### src/rtl/fetch_pc_unit.sv
// fetch_pc_unit: owns the program counter, issues word-aligned requests to a
// one-cycle synchronous instruction memory, and hands fetched instructions to
// decode through a valid/ready output register backed by a one-entry skid
// buffer. A taken branch redirects the PC and flushes all wrong-path work.
`timescale 1ns/1ps
module fetch_pc_unit #(
  parameter logic [31:0] RESET_PC = 32'h0000_0000
) (
  input  logic        clk,
  input  logic        rst,
  output logic        imem_req,
  output logic [31:0] imem_addr,
  input  logic [31:0] imem_rdata,
  output logic        if_valid,
  input  logic        if_ready,
  output logic [31:0] if_instr,
  output logic [31:0] if_pc,
  input  logic        br_valid,
  input  logic        br_taken,
  input  logic [31:0] br_pc,
  input  logic [31:0] br_offset
);

  typedef enum logic [1:0] {BOOT, FETCH, FULL} state_t;

  state_t      state;
  state_t      state_next;
  logic [31:0] pc;
  logic [31:0] req_pc;
  logic        inflight;
  logic        kill;
  logic        out_valid;
  logic        skid_valid;
  logic [31:0] skid_instr;
  logic [31:0] skid_pc;
  logic        redirect;
  logic        consume;
  logic        capture;
  logic        issue;
  logic        has_slot;
  logic [2:0]  occupied;
  logic [2:0]  capacity;
  logic [31:0] target;

  assign redirect  = br_valid & br_taken;
  assign consume   = out_valid & if_ready;
  assign capture   = inflight & ~kill;
  assign target    = (br_pc + 32'd4 + br_offset) & ~32'h3;
  assign if_valid  = out_valid;
  assign imem_addr = pc;
  assign imem_req  = issue;

  // Two buffer places exist (output register + skid); anything held or in
  // flight occupies one, and an entry leaving this cycle frees one.
  assign occupied = {2'b00, out_valid} + {2'b00, skid_valid} + {2'b00, inflight};
  assign capacity = 3'd2 + {2'b00, consume};
  assign has_slot = capacity > occupied;

  // Next-state and issue decision; BOOT suppresses the very first request.
  always_comb begin
    state_next = state;
    issue      = 1'b0;
    case (state)
      BOOT: begin
        state_next = FETCH;
      end
      FETCH, FULL: begin
        issue      = has_slot & ~redirect;
        state_next = has_slot ? FETCH : FULL;
      end
      default: begin
        state_next = BOOT;
      end
    endcase
  end

  // State register.
  always_ff @(posedge clk or posedge rst) begin
    if (rst) state <= BOOT;
    else     state <= state_next;
  end

  // Program counter, in-flight tag and kill flag; a redirect overrides issue.
  always_ff @(posedge clk or posedge rst) begin
    if (rst) begin
      pc       <= RESET_PC;
      req_pc   <= RESET_PC;
      inflight <= 1'b0;
      kill     <= 1'b0;
    end else begin
      inflight <= issue;
      kill     <= redirect & inflight;
      if (issue) req_pc <= pc;
      if (redirect)   pc <= target;
      else if (issue) pc <= pc + 32'd4;
    end
  end

  // Output register and skid buffer: the skid entry is older than any
  // same-cycle response, so it always drains first to keep program order.
  always_ff @(posedge clk or posedge rst) begin
    if (rst) begin
      out_valid  <= 1'b0;
      if_instr   <= '0;
      if_pc      <= '0;
      skid_valid <= 1'b0;
      skid_instr <= '0;
      skid_pc    <= '0;
    end else if (redirect) begin
      out_valid  <= 1'b0;
      skid_valid <= 1'b0;
    end else if (!out_valid || consume) begin
      if (skid_valid) begin
        out_valid  <= 1'b1;
        if_instr   <= skid_instr;
        if_pc      <= skid_pc;
        skid_valid <= capture;
        if (capture) begin
          skid_instr <= imem_rdata;
          skid_pc    <= req_pc;
        end
      end else if (capture) begin
        out_valid <= 1'b1;
        if_instr  <= imem_rdata;
        if_pc     <= req_pc;
      end else begin
        out_valid <= 1'b0;
      end
    end else if (capture) begin
      skid_valid <= 1'b1;
      skid_instr <= imem_rdata;
      skid_pc    <= req_pc;
    end
  end

endmodule
### config.mk
export PLATFORM = sky130hd
export DESIGN_NAME = fetch_pc_unit
export DESIGN_NICKNAME = d
export VERILOG_FILES = /design/src/rtl/fetch_pc_unit.sv
export SDC_FILE = /design/constraint.sdc
export NUM_CORES = 1
export LEC_CHECK = 0
export BUFFER_PORTS_ARGS = -buffer_cell sky130_fd_sc_hd__buf_2
export CORE_UTILIZATION = 55
export DETAILED_ROUTE_END_ITERATION = 8
export HOLD_SLACK_MARGIN = 0.02
export PLACE_DENSITY = 0.83
export SYNTH_ARGS = -nofsm -noshare
export SYNTH_HDL_FRONTEND = slang
export SYNTH_SLANG_ARGS = --single-unit
### constraint.sdc
create_clock -name clk -period 11.4 [get_ports clk]
set_input_delay 1.71 -clock clk [delete_from_list [all_inputs] [get_ports clk]]
set_output_delay 1.71 -clock clk [all_outputs]
set_load 0.005 [all_outputs]
# After elaboration in Yosys (flattened, before gate mapping)
# Index checks and enable logic that the tools add are counted.
[totals]
reg_bits = 198
in_bits = 101
output_inout_bits = 98
wordCells = 61
[op_classes]
add_sub_neg = 6
order_cmp = 1
eq_ne = 3
mux = 23
bitwise_logic = 7
n_reduce_logical = 10
[op_table]
columns = ["op", "count"]
rows = [
  ["$mux 32", 12],
  ["$add 32x3->32 const B", 2],
  ["$add 32x32->32", 1],
  ["$mux 1", 9],
  ["$reduce_bool 2->1", 3],
  ["$and 1x1->1", 5],
  ["$pmux 2 s2", 1],
  ["$add 2x1->3", 1],
  ["$add 2x1->3 const A", 1],
  ["$gt 3x3->1", 1],
  ["$reduce_and 3->1", 1],
  ["$reduce_bool 3->1", 1],
  ["$add 1x1->2", 1],
  ["$eq 2x1->1 const B", 1],
  ["$eq 2x2->1 const B", 1],
  ["$logic_not 2->1", 1],
  ["$mux 2", 1],
  ["$ne 2x2->1 const B", 1],
  ["$not 1->1", 2],
  ["$reduce_and 2->1", 1],
  ["$reduce_or 2->1", 1],
  ["$logic_not 1->1", 1],
  ["$logic_or 1x1->1", 1],
]

# Depth between registers and ports, before layout
# Gate-level depths: netlist (run 1).
[depth]
word_depth = 7
depth_mapped = 16
depth_no_buf = 11

# Worst setup path before layout (run 1)
# OpenSTA, ideal clock, no wires.
[synth_timing]
path_kind = "input to output"
startpoint = "input if_ready"
endpoint = "output imem_req"
arrival_ns = 2.857
t_required_ns = 9.690
path_slack_ns = 6.833
cell_stages = 6
path_buffers = 1
cell_sequence = "nand2_1 ha_1 o21bai_1 nand3_1 inv_1 clkbuf_1"
[synth_between]
elab_chain_len = 5
[synth_lines]
columns = ["item", "line_no", "rtl"]
rows = [
  ["start, declared", "15", "input logic if_ready,"],
  ["$and 1x1->1", "46", "assign consume = out_valid & if_ready;"],
  ["$add 2x1->3", "56", "assign capacity = 3'd2 + {2'b00, consume};"],
  ["$gt 3x3->1", "57", "assign has_slot = capacity > occupied;"],
  ["$and 1x1->1", "68", "issue = has_slot & ~redirect;"],
  ["$mux 1", "63", "case (state)"],
  ["end, declared", "11", "output logic imem_req,"],
]
# Every way passes these cells.

# Worst setup path in the final report (run 1)
[layout_timing]
startpoint = "register skid_valid"
endpoint = "output imem_req"
[layout_between]
elab_chain_len = 5
[layout_lines]
columns = ["item", "line_no", "rtl"]
rows = [
  ["start, declared", "33", "logic skid_valid;"],
  ["start signal, assigned", "117", "skid_valid <= capture;"],
  ["$add 1x1->2", "55", "assign occupied = {2'b00, out_valid} + {2'b00, skid_valid} + {2'b00, inflight};"],
  ["$add 2x1->3", "55", ""],
  ["$gt 3x3->1", "57", ""],
  ["$and 1x1->1", "68", ""],
  ["$mux 1", "63", ""],
]
# Every way passes these cells.

==> results of run 1 <==
==> layout make-up <==
cell class	count	share of cell area [%]
Clock buffer	20	3.886
Tap cell	229	2.386
Sequential cell	190	39.62
Clock inverter	12	1.333
Timing Repair Buffer	200	8.459
Multi-Input combinational cell	761	43.47
Inverter	25	0.8438
==> sequential cells by signal, summed over array words and instances (netlist names) <==
register    cells
skid_instr     32
req_pc         30
state           2
skid_valid      1
skid_pc        30
if_pc          30
imem_addr      30
if_instr       32
inflight        1
if_valid        1
kill            1
==> cells in the mapped netlist (all sizes together), types with 2 or more instances <==
library cell / instances
buf: 19
nand3: 21
or2: 3
o31ai: 5
ha: 63
mux2: 63
a22oi: 2
nand2b: 2
fa: 2
a211o: 4
mux2i: 63
nand4: 12
o21ai: 103
o21a: 8
a211oi: 5
nor4: 2
and3: 12
or3: 4
a21oi: 40
dfrtp: 190
o21bai: 6
nand2: 214
nor3: 12
inv: 25
xnor2: 35
a21o: 4
nor2b: 2
o211ai: 4
nor2: 24
and4: 5
clkbuf: 37
a31o: 2
and2: 3
o22ai: 3
xor2: 17
==> stage by stage <==
stage / area (µm²) / instances
2_1_floorplan: 10300 / 1032
3_3_place_gp: 11380 / 1405
3_5_place_dp: 11380 / 1405
4_1_cts: 12010 / 1437
5_1_grt: 12010 / 1437
6_report: 12010 / 1437
==> power groups by stage <==
stage / registers, mW / clock network (mW) / logic, mW
2_1_floorplan: 1.14 / 0 / 0.699
3_3_place_gp: 1.17 / 0 / 0.964
3_5_place_dp: 1.19 / 0 / 0.998
4_1_cts: 1.18 / 0.630 / 1.01
5_1_grt: 1.22 / 0.650 / 1.13
6_report: 1.18 / 0.619 / 1.00
==> worst max-delay path, cell delays in order, from the launching register on <==
cell                       delay, ns
sky130_fd_sc_hd__dfrtp_4        0.82
sky130_fd_sc_hd__inv_1          0.12
sky130_fd_sc_hd__fa_1           0.50
sky130_fd_sc_hd__inv_1          0.05
sky130_fd_sc_hd__ha_1           0.26
sky130_fd_sc_hd__o21bai_1       0.30
sky130_fd_sc_hd__nand3_1        0.12
sky130_fd_sc_hd__buf_4          0.25
sky130_fd_sc_hd__inv_1          0.67
sky130_fd_sc_hd__buf_2          0.24
==> final timing paths <==
path	cells past startpoint	endpoint	start
min reg2reg	2	if_instr[0]$_DFFE_PP0P_	if_instr[0]$_DFFE_PP0P_
min in group asynchronous	2	skid_instr[1]$_DFFE_PP0P_	rst
min	2	if_instr[0]$_DFFE_PP0P_	if_instr[0]$_DFFE_PP0P_
max reg2reg	11	imem_addr[26]$_DFFE_PP0P_	skid_valid$_DFFE_PP0P_
max	9	imem_req	skid_valid$_DFFE_PP0P_
max in group asynchronous	3	imem_addr[5]$_DFFE_PP0P_	rst
==> cell families after synthesis <==
group	synth area share, %
AOI/OAI and AO/OA	11.25
xor gates and xnor gates	4.427
adders and majority gates	8.052
buffers and inverters	3.247
DFF	46.22
muxes	13.03
other	0.03645
and+or+nand+nor	13.74
==> per-layer routing <==
layer | GRT usage, % | part of all wire [%] | vias to the layer above | routed length, µm
li1 | - | - | 3913 | -
met1 | 31.46 | 46 | 3752 | 10010
met2 | 37.85 | 47 | 212 | 10210
met3 | 4.662 | 5.9 | 25 | 1280
met4 | 8.187 | 1.4 | 0 | 312
met5 | 0 | 0 | - | 0
==> key figures, run 1 <==
Route
  • Total number of vias: 7902
  • Number of design rule violations left after detail routing: 19
  • Drt total wl: ~22000 µm
  • Detailed-route wire length per cell: 15.18 µm
  • Detailed-router iteration count before antenna repair: 8
  • Vias per Instance: between 5 and 6
  • Remaining antenna violation count after routing: 0
  • Initial DRC count: between 400 and 500

Global routing
  • Antenna violations before repair: 0
  • Total Routing Usage GR: around a quarter
  • Total congestion overflow after global routing: 0
  • Number of global-route vias before repair: 7533
  • Largest net degree at the start of global routing: approximately 140
  • Global-route wire length before repair: around 37000 µm

Placed design
  • Post-placement worst setup slack: approximately 6.0 ns
  • Port buffer count: ~190
  • Final weighted congestion in routability-driven placement: about 0.9
  • Post-DP HPWL: approximately 15000 µm

Timing
  • Final critical-path setup slack: approximately 5.9 ns
  • Worst Clk Skew: between 0.008 and 0.009 ns
  • Relative max-transition margin: between 30% and 40%
  • Final critical-path required period: 5.486 ns
  • Sum of negative setup slack: 0 ns
  • Hold Fails Final Rpt: 0
  • Number of pins with negative max-slew slack in the final report: 0
  • Worst-Margin Slew: between 1 and 1.5 ns
  • Achievable Freq: 182.3 MHz
  • Portion of the clock cycle consumed by the worst path in the final layout: about half
  • Worst hold slack: 0.4733 ns
  • RSZ-0062 raised after global routing: no
  • Final Setup Violations: 0

Floorplan
  • Chip width: about 140 µm
  • Total die area: approximately 0.019 mm²
  • Core outline area: about 0.018 mm²
  • Standard-cell row count: 49
  • Initial Utilization: a little under three fifths
  • Chip height: around 140 µm
  • Count of pins on the block boundary: 199

Final layout
  • Most frequent cells in the layout: sky130_fd_sc_hd__nand2_1 (214), sky130_fd_sc_hd__buf_2 (194), sky130_fd_sc_hd__dfrtp_1 (189)
  • # diodes: 0
  • Seq. cell area: 0.004758 mm²
  • Ratio of cells with drive above 1 in the final layout: approximately 26%
  • Most common cell after layout, fill and taps aside: sky130_fd_sc_hd__nand2_1
  • Number of nets at the end of the flow: between 1000 and 1500
  • Multi-input combinational cell area: around 0.0052 mm²
  • P&R area growth vs syn: 16.75%
  • Fin util: about 66%
  • Filler Cells Inserted: roughly 1400

Min path
  • Class of the tightest hold or removal check: register to register

Power and ir drop
  • Static Leak: 5.806 nW
  • Share of total power consumed by net switching: between 30% and 40%
  • Internal power component: between 1.5 and 2 mW
  • Maximum ir drop on the vdd rail: around 150 µV
  • Pwr/cell area: around 230 mW/mm²
  • Fraction of power consumed by combinational cells: about 36%
  • Proportion of power drawn by flip-flops and latches: between 40% and 50%
  • Power dissipated by switching net loads: around 1.0 mW
  • Post-layout total power: between 2 and 3 mW
  • Part of the total power dissipated in the clock network: between 20 and 25%

Clock network
  • Root buffer cell: sky130_fd_sc_hd__clkbuf_16
  • Number of hold buffers added after cts: 0
  • Buffer levels on the longest clock path: 2
  • CTS-repair resized insts: 0
  • Number of CTS-inserted buffers: 17
  • Clock transition time at the flip-flop clock pins of the worst setup and hold paths: 0.07 ns
  • H-tree depth reported by CTS: 4
  • CTS tree: built
  • Number of sinks driven by the clock tree: 190
  • Postcts setup bufs: 0
  • Clock Latency Late Sink: between 0.4 and 0.5 ns

Critical path
  • Reg2Reg Setup Slack: 7.86 ns
  • Critical path data arrival time: around 3.8 ns
  • Worst setup path category: register to output pin
  • Worst-path fanout max: 34
  • Required time at the endpoint of the critical path: a little under 10 ns
  • Critical path endpoint category: output pin
  • Startpoint Class: register

Yosys
  • Post-synthesis sequential element count: 190
  • Number of flops mapped to enable cells by yosys: 0
  • Share of the synthesized area in the top cell type: 46.22%
  • Mean post-synth cell area: about 10 µm²
  • Sequential share of the synthesized area: 46.22%
  • Number of distinct library cells after synthesis: 57
  • Fraction of registers with async set/reset: 100.0%
  • Cell type with the highest aggregate area in the netlist: sky130_fd_sc_hd__dfrtp_1
  • Top flip-flop cell by instance count after synthesis: sky130_fd_sc_hd__dfrtp_1
  • Top area cells in the synthesized netlist: sky130_fd_sc_hd__dfrtp_1 (46%), sky130_fd_sc_hd__nand2_1 (7.8%), sky130_fd_sc_hd__ha_1 (7.7%)
  • Number of warning messages in the yosys log: 0
  • Cell count after synthesis: 1029
  • Post-synth design cell area: just over 0.01 mm²

Run status
  • Run status: finished, violations left
  • Violated checks: design-rule violations

Flow run
  • Total of max-cap violations: 0
Note: power is estimated with default switching activity, not from simulation.
==> run 2: changes to the inputs <==
--- a/config.mk
+++ b/config.mk
@@ -6,10 +6,10 @@
 export NUM_CORES = 1
 export LEC_CHECK = 0
 export BUFFER_PORTS_ARGS = -buffer_cell sky130_fd_sc_hd__buf_2
-export CORE_UTILIZATION = 55
+export CORE_UTILIZATION = 51
 export DETAILED_ROUTE_END_ITERATION = 8
 export HOLD_SLACK_MARGIN = 0.02
-export PLACE_DENSITY = 0.83
+export PLACE_DENSITY = 0.81
 export SYNTH_ARGS = -nofsm -noshare
 export SYNTH_HDL_FRONTEND = slang
 export SYNTH_SLANG_ARGS = --single-unit
==> constraint.sdc (replaced) <==
create_clock -name clk -period 4.77 [get_ports clk]
set_input_delay 0.7155 -clock clk [delete_from_list [all_inputs] [get_ports clk]]
set_output_delay 0.7155 -clock clk [all_outputs]
set_load 0.005 [all_outputs]
==> run 2 against run 1 <==
  * Utilization shrank 4.7 points
  * Die area grew 7.7%
  * The run now ends clean
  * Routed wire length grew 0.68%
  * Worst hold slack lost 0.18 ns
  * Register-to-register slack lost 6.2 ns
  * Critical endpoint unchanged
  * Clock power grew 120%
  * Count of clock-buffer cells in the layout grew 1
  * Sequential share of layout area shrank 0.12 points
  * Via count shrank 0.80%
  * Clock skew is essentially flat
==> key figures, run 2 (synthesis gave the netlist of run 1 again) <==
Final layout
  • Most frequent cells in the layout: sky130_fd_sc_hd__nand2_1 (214), sky130_fd_sc_hd__buf_2 (194), sky130_fd_sc_hd__dfrtp_1 (189)
  • Ratio of cells with drive above 1 in the final layout: 25.70% (+0.040 points)
  • Leading registers by flop count: if_instr (32), skid_instr (32)
  • # diodes: 0 (unchanged)
  • Multi-input combinational cell area: 0.005221 mm² (unchanged)
  • P&R area growth vs syn: 17.09%
  • Seq. cell area: 0.004758 mm² (unchanged)
  • Most common cell after layout, fill and taps aside: sky130_fd_sc_hd__nand2_1
  • Design Area, Final: 0.01205 mm² (+0.29%)
  • Number of nets at the end of the flow: 1364 (+0.22%)
  • Filler Cells Inserted: 1660 (+15%)

Timing
  • Achievable Freq: between 200 and 300 MHz
  • Sum of negative setup slack: 0 ns (unchanged)
  • Worst hold slack: 0.2887 ns (-0.1846 ns)
  • Final critical-path required period: between 3 and 4 ns
  • Worst-Margin Slew: 1.127 ns (+0.07941 ns)
  • Worst Clk Skew: 0.008115 ns (-0.0002641 ns)
  • Final critical-path setup slack: 1.114 ns (-4.800 ns)
  • Relative max-transition margin: 24.84% (-5.3 points)
  • Number of pins with negative max-slew slack in the final report: 0 (unchanged)
  • RSZ-0062 raised after global routing: no
  • Portion of the clock cycle consumed by the worst path in the final layout: between 70 and 80%
  • Final Setup Violations: 0 (unchanged)
  • Hold Fails Final Rpt: 0 (unchanged)

Clock network
  • CTS-repair resized insts: 0 (unchanged)
  • Buffer levels on the longest clock path: 2 (unchanged)
  • H-tree depth reported by CTS: 4 (unchanged)
  • Root buffer cell: sky130_fd_sc_hd__clkbuf_16
  • Clock Latency Late Sink: 0.43 ns (about the same)
  • Clock transition time at the flip-flop clock pins of the worst setup and hold paths: 0.07 ns (about the same)
  • CTS tree: built
  • Number of hold buffers added after cts: 0 (unchanged)
  • Postcts setup bufs: 0 (unchanged)
  • Number of CTS-inserted buffers: 17 (unchanged)
  • Number of sinks driven by the clock tree: 190 (unchanged)

Floorplan
  • Chip width: 144.0 µm (+3.8%)
  • Chip height: 144.0 µm (+3.8%)
  • Initial Utilization: 52.51% (-4.2 points)
  • Core outline area: 0.01959 mm² (+7.9%)
  • Standard-cell row count: 51 (+4.1%)
  • Total die area: 0.02074 mm² (+7.7%)
  • Count of pins on the block boundary: 199 (unchanged)

Placed design
  • Post-placement worst setup slack: 1.553 ns (-4.433 ns)
  • Post-DP HPWL: 15740 µm (+1.8%)
  • Port buffer count: 194 (unchanged)
  • Final weighted congestion in routability-driven placement: 0.9362 (+3.7%)
  • Post-detailed-placement cell area: 0.01146 mm² (+0.67%)

Critical path
  • Startpoint Class: register
  • Delay-heaviest family, CP: buffers and inverters
  • Slowest cell delay on critical path: 0.53 ns (-0.29 ns)
  • Worst path slowest cell: sky130_fd_sc_hd__fa_1
  • Cells traversed along the worst timing path: inv_1, fa_1, inv_1, ha_1, o21bai_1, nand3_1, buf_4, inv_1, buf_4, buf_2
  • Combined buffer and inverter count along the critical path: 6 (+1)
  • Required time at the endpoint of the critical path: 4.05 ns (-5.64 ns)
  • Most prevalent standard cell on the critical path: sky130_fd_sc_hd__inv_1
  • Worst setup path category: register to output pin
  • Worst flop-to-flop path startpoint: if_valid$_DFFE_PP0P_
  • R2R depth: 11 (unchanged)
  • Critical path endpoint category: output pin
  • Worst-path fanout max: 32 (-5.9%)
  • Worst reg2reg endpoint: imem_addr[26]$_DFFE_PP0P_
  • Reg2Reg Setup Slack: 1.69 ns (-6.17 ns)
  • Critical path data arrival time: 2.94 ns (-0.84 ns)

Global routing
  • Antenna violations before repair: 0 (unchanged)
  • Met2 Use GR: 34.66% (-3.2 points)
  • Global-route wire length before repair: 35690 µm (-2.5%)
  • GR Util met1: 29.17% (-2.3 points)
  • Number of global-route vias before repair: 7365 (-2.2%)
  • Fraction of met3 tracks used by global routing: 5.364% (+0.70 points)
  • Largest net degree at the start of global routing: 174 (+26%)
  • Total congestion overflow after global routing: 0 (unchanged)
  • Most heavily used metal layer in global routing: met2
  • Total Routing Usage GR: 21.72% (-1.7 points)

Min path
  • Class of the tightest hold or removal check: input pin to async pin

Flow run
  • Total of max-cap violations: 0 (unchanged)

Run status
  • Run status: finished clean

Route
  • Drt total wl: 21960 µm (+0.68%)
  • Detailed-router iteration count before antenna repair: 6 (-2)
  • Vias per Instance: 5.315 (-3.4%)
  • Detailed-route wire length per cell: 14.89 µm (-1.9%)
  • Remaining antenna violation count after routing: 0 (unchanged)
  • Total number of vias: 7839 (-0.80%)
  • Initial DRC count: 351 (-20%)
  • Number of design rule violations left after detail routing: 0 (-19)

Power and ir drop
  • Maximum ir drop on the vdd rail: 287.1 µV (+92%)
  • Static Leak: 5.805 nW (about the same)
  • Pwr/cell area: 548.4 mW/mm² (+140%)
[run 2: metrics by stage]
step / cells / util, % / total power, mW
6_report: 1475 / 61.49 / 6.606
5_1_grt: 1475 / 61.49 / 7.142
4_1_cts: 1475 / 61.49 / 6.665
3_5_place_dp: 1444 / 58.50 / 5.252
3_3_place_gp: 1444 / 58.50 / 5.128
2_1_floorplan: 1032 / - / 4.399
[run 2: layer usage]
layer | wire [µm] | share of wire [%]
met4 | 304 | 1.4
met1 | 10250 | 47
met2 | 10030 | 46
met3 | 1379 | 6.3
met5 | 0 | 0
[run 2: worst max path at each step]
| stage | start | endpoint | depth (start not counted) |
|---|---|---|---|
| floorplan | skid_valid$_DFFE_PP0P_ | imem_req | 11 |
| global placement | if_valid$_DFFE_PP0P_ | imem_req | 10 |
| detailed placement | if_valid$_DFFE_PP0P_ | imem_req | 10 |
| CTS | if_valid$_DFFE_PP0P_ | imem_req | 10 |
| global route | if_valid$_DFFE_PP0P_ | imem_req | 10 |
| finish | if_valid$_DFFE_PP0P_ | imem_req | 10 |
[run 2: cell type report]
| type | count | area share, % |
|---|---|---|
| inverter | 25 | 0.8102 |
| timing repair buffer | 203 | 8.725 |
| tap | 265 | 2.753 |
| clock buffer | 21 | 3.906 |
| sequential | 190 | 39.50 |
| clock inverter | 10 | 0.9556 |
| multi-input combinational | 761 | 43.35 |
[run 2: report_power, final]
part | internal, mW | switching (mW)
registers | 2.32 | 0.459
logic | 1.11 | 1.32
clock network | 0.809 | 0.584
total | 4.25 | 2.36
==> run 3: changes to the inputs <==
==> constraint.sdc (replaced) <==
create_clock -name clk -period 2.9 [get_ports clk]
set_input_delay 0.435 -clock clk [delete_from_list [all_inputs] [get_ports clk]]
set_output_delay 0.435 -clock clk [all_outputs]
set_load 0.005 [all_outputs]
==> run 3 against run 2 <==
  * Clock skew decreased by 0.00079 ns
  * Via count increased by 0.85%
  * Sequential power increased by 64%
  * First-iteration DRC count increased by 21%
  * Setup slack got worse by 1.0 ns
  * Critical path depth decreased by 1
  * Clock power increased by 70%
  * Sequential cell count unchanged
  * Combinational power increased by 69%
==> key figures, run 3 (synthesis gave the netlist of run 1 again) <==
Placed design
  • Post-placement worst setup slack: 0.03663 ns (-1.517 ns)
  • Final weighted congestion in routability-driven placement: 0.9218 (-1.5%)
  • Port buffer count: 194 (unchanged)
  • Post-DP HPWL: 15770 µm (+0.18%)

Power and ir drop
  • Power dissipated by switching net loads: 3.950 mW (+67%)
  • Proportion of power drawn by flip-flops and latches: 41.4% (-0.7 points)
  • Part of the total power dissipated in the clock network: 21.4% (+0.3 points)
  • Static Leak: 5.870 nW (+1.1%)
  • Internal power component: 7.086 mW (+67%)
  • Share of total power consumed by net switching: 35.79% (+0.067 points)
  • Pwr/cell area: 907.2 mW/mm² (+65%)
  • Post-layout total power: 11.04 mW (+67%)
  • Maximum ir drop on the vdd rail: 623.9 µV (+120%)
  • Fraction of power consumed by combinational cells: 37.2% (+0.4 points)

Route
  • Detailed-route wire length per cell: 14.76 µm (-0.86%)
  • Vias per Instance: 5.313 (about the same)
  • Total number of vias: 7906 (+0.85%)
  • Drt total wl: 21960 µm (about the same)
  • Number of design rule violations left after detail routing: 0 (unchanged)
  • Detailed-router iteration count before antenna repair: 4 (-2)
  • Remaining antenna violation count after routing: 0 (unchanged)
  • Initial DRC count: 423 (+21%)

Floorplan
  • Chip height: 144.0 µm (unchanged)
  • Initial Utilization: 52.51% (unchanged)
  • Core outline area: 0.01959 mm² (unchanged)
  • Chip width: 144.0 µm (unchanged)
  • Total die area: 0.02074 mm² (unchanged)
  • Count of pins on the block boundary: 199 (unchanged)
  • Standard-cell row count: 51 (unchanged)

Final layout
  • # diodes: 0 (unchanged)
  • P&R area growth vs syn: 18.26%
  • Most frequent cells in the layout: sky130_fd_sc_hd__nand2_1 (214), sky130_fd_sc_hd__buf_2 (194), sky130_fd_sc_hd__dfrtp_1 (189)
  • Filler Cells Inserted: 1650 (-0.60%)
  • Ratio of cells with drive above 1 in the final layout: 26.82% (+1.1 points)
  • Leading registers by flop count: if_instr (32), skid_instr (32)
  • Number of nets at the end of the flow: 1376 (+0.88%)
  • Most common cell after layout, fill and taps aside: sky130_fd_sc_hd__nand2_1

Critical path
  • Startpoint Class: register
  • Required time at the endpoint of the critical path: 2.47 ns (-1.58 ns)
  • Worst-path fanout max: 6 (-81%)
  • Worst setup path category: register to output pin
  • Worst setup startpoint: skid_valid$_DFFE_PP0P_
  • Critical path endpoint category: output pin
  • Worst flop-to-flop path startpoint: skid_valid$_DFFE_PP0P_
  • Critical path data arrival time: 2.35 ns (-0.59 ns)

Clock network
  • Root buffer cell: sky130_fd_sc_hd__clkbuf_16
  • CTS tree: built
  • Number of sinks driven by the clock tree: 190 (unchanged)
  • H-tree depth reported by CTS: 4 (unchanged)
  • Buffer levels on the longest clock path: 2 (unchanged)
  • Number of hold buffers added after cts: 0 (unchanged)
  • Clock Latency Late Sink: 0.43 ns (about the same)
  • Number of CTS-inserted buffers: 17 (unchanged)
  • Clock transition time at the flip-flop clock pins of the worst setup and hold paths: 0.07 ns (about the same)

Global routing
  • Global-route wire length before repair: 35600 µm (-0.25%)
  • Total congestion overflow after global routing: 0 (unchanged)
  • Largest net degree at the start of global routing: 132 (-24%)
  • Met2 Use GR: 35.06% (+0.41 points)
  • Fraction of met3 tracks used by global routing: 6.325% (+0.96 points)
  • Total Routing Usage GR: 21.78% (+0.057 points)
  • Number of global-route vias before repair: 7418 (+0.72%)
  • GR Util met1: 28.28% (-0.89 points)
  • Antenna violations before repair: 0 (unchanged)
  • Most heavily used metal layer in global routing: met2

Timing
  • Sum of negative setup slack: 0 ns (unchanged)
  • Worst-Margin Slew: 1.129 ns (+0.001353 ns)
  • Worst hold slack: 0.1501 ns (-0.1386 ns)
  • Portion of the clock cycle consumed by the worst path in the final layout: between 90 and 100%
  • Final Setup Violations: 0 (unchanged)
  • Worst Clk Skew: 0.007330 ns (-0.0007858 ns)
  • Achievable Freq: between 300 and 400 MHz
  • Relative max-transition margin: 24.75% (-0.090 points)
  • Hold Fails Final Rpt: 0 (unchanged)
  • Final critical-path setup slack: 0.1107 ns (-1.004 ns)
  • RSZ-0062 raised after global routing: no
  • Final critical-path required period: around 2.8 ns
  • Number of pins with negative max-slew slack in the final report: 0 (unchanged)

Min path
  • Class of the tightest hold or removal check: input pin to async pin

Flow run
  • Total of max-cap violations: 0 (unchanged)

Run status
  • Run status: finished clean
==> run 3: worst paths after layout <==
path | slack, ns | end | cells past startpoint
max | 0.11 | imem_req | 9
min | 0.15 | if_pc[6]$_DFFE_PP0P_ | 3
max reg2reg | 0.13 | imem_addr[31]$_DFFE_PP0P_ | 11
min reg2reg | 0.47 | if_pc[31]$_DFFE_PP0P_ | 2
max in group asynchronous | 2.14 | skid_instr[11]$_DFFE_PP0P_ | 3
min in group clk | 0.25 | skid_instr[29]$_DFFE_PP0P_ | 2
==> run 3: critical path, cell delays in order (launching register included) <==
cell                       delay, ns
sky130_fd_sc_hd__dfrtp_4        0.46
sky130_fd_sc_hd__inv_1          0.06
sky130_fd_sc_hd__fa_1           0.48
sky130_fd_sc_hd__inv_1          0.04
sky130_fd_sc_hd__ha_1           0.27
sky130_fd_sc_hd__o21bai_2       0.15
sky130_fd_sc_hd__buf_4          0.15
sky130_fd_sc_hd__nand3_2        0.09
sky130_fd_sc_hd__inv_2          0.11
sky130_fd_sc_hd__buf_2          0.11
==> run 3: timing repair <==
action / in CTS / in global routing
setup buffers: 0 / 2
gates resized for setup: 0 / 2
setup endpoints to repair: 0 / 1
==> run 3: cell type report <==
class,instances,area (µm²),area share (%)
multi-input cells,761,5240,43.07
well taps,265,331.6,2.726
repair buffers,215,1141,9.380
clock inverters,13,163.9,1.347
flip-flops and latches,190,4758,39.11
inverters,25,97.59,0.8022
clock buffers,19,432.9,3.559
==> run 3: power groups by stage <==
stage,clock network (mW),logic [mW],registers (mW)
6_report,2.36,4.10,4.57
5_1_grt,2.53,4.67,4.73
4_1_cts,2.41,4.12,4.57
3_5_place_dp,0,4.09,4.61
3_3_place_gp,0,3.97,4.54
2_1_floorplan,0,2.78,4.49
==> run 3: through the flow <==
| step | area, µm² | util [%] | cells |
|---|---|---|---|
| after floorplan | 10340 | - | 1032 |
| after global placement | 11550 | 58.95 | 1454 |
| after detailed placement | 11550 | 58.95 | 1454 |
| after CTS | 12150 | 62.00 | 1486 |
| after global routing | 12170 | 62.10 | 1488 |
| final | 12170 | 62.10 | 1488 |
==> run 3: routing by layer <==
layer / vias up / routed length [µm]
li1: 3944 / -
met1: 3727 / 10290
met2: 207 / 9867
met3: 28 / 1417
met4: 0 / 388
met5: - / 0
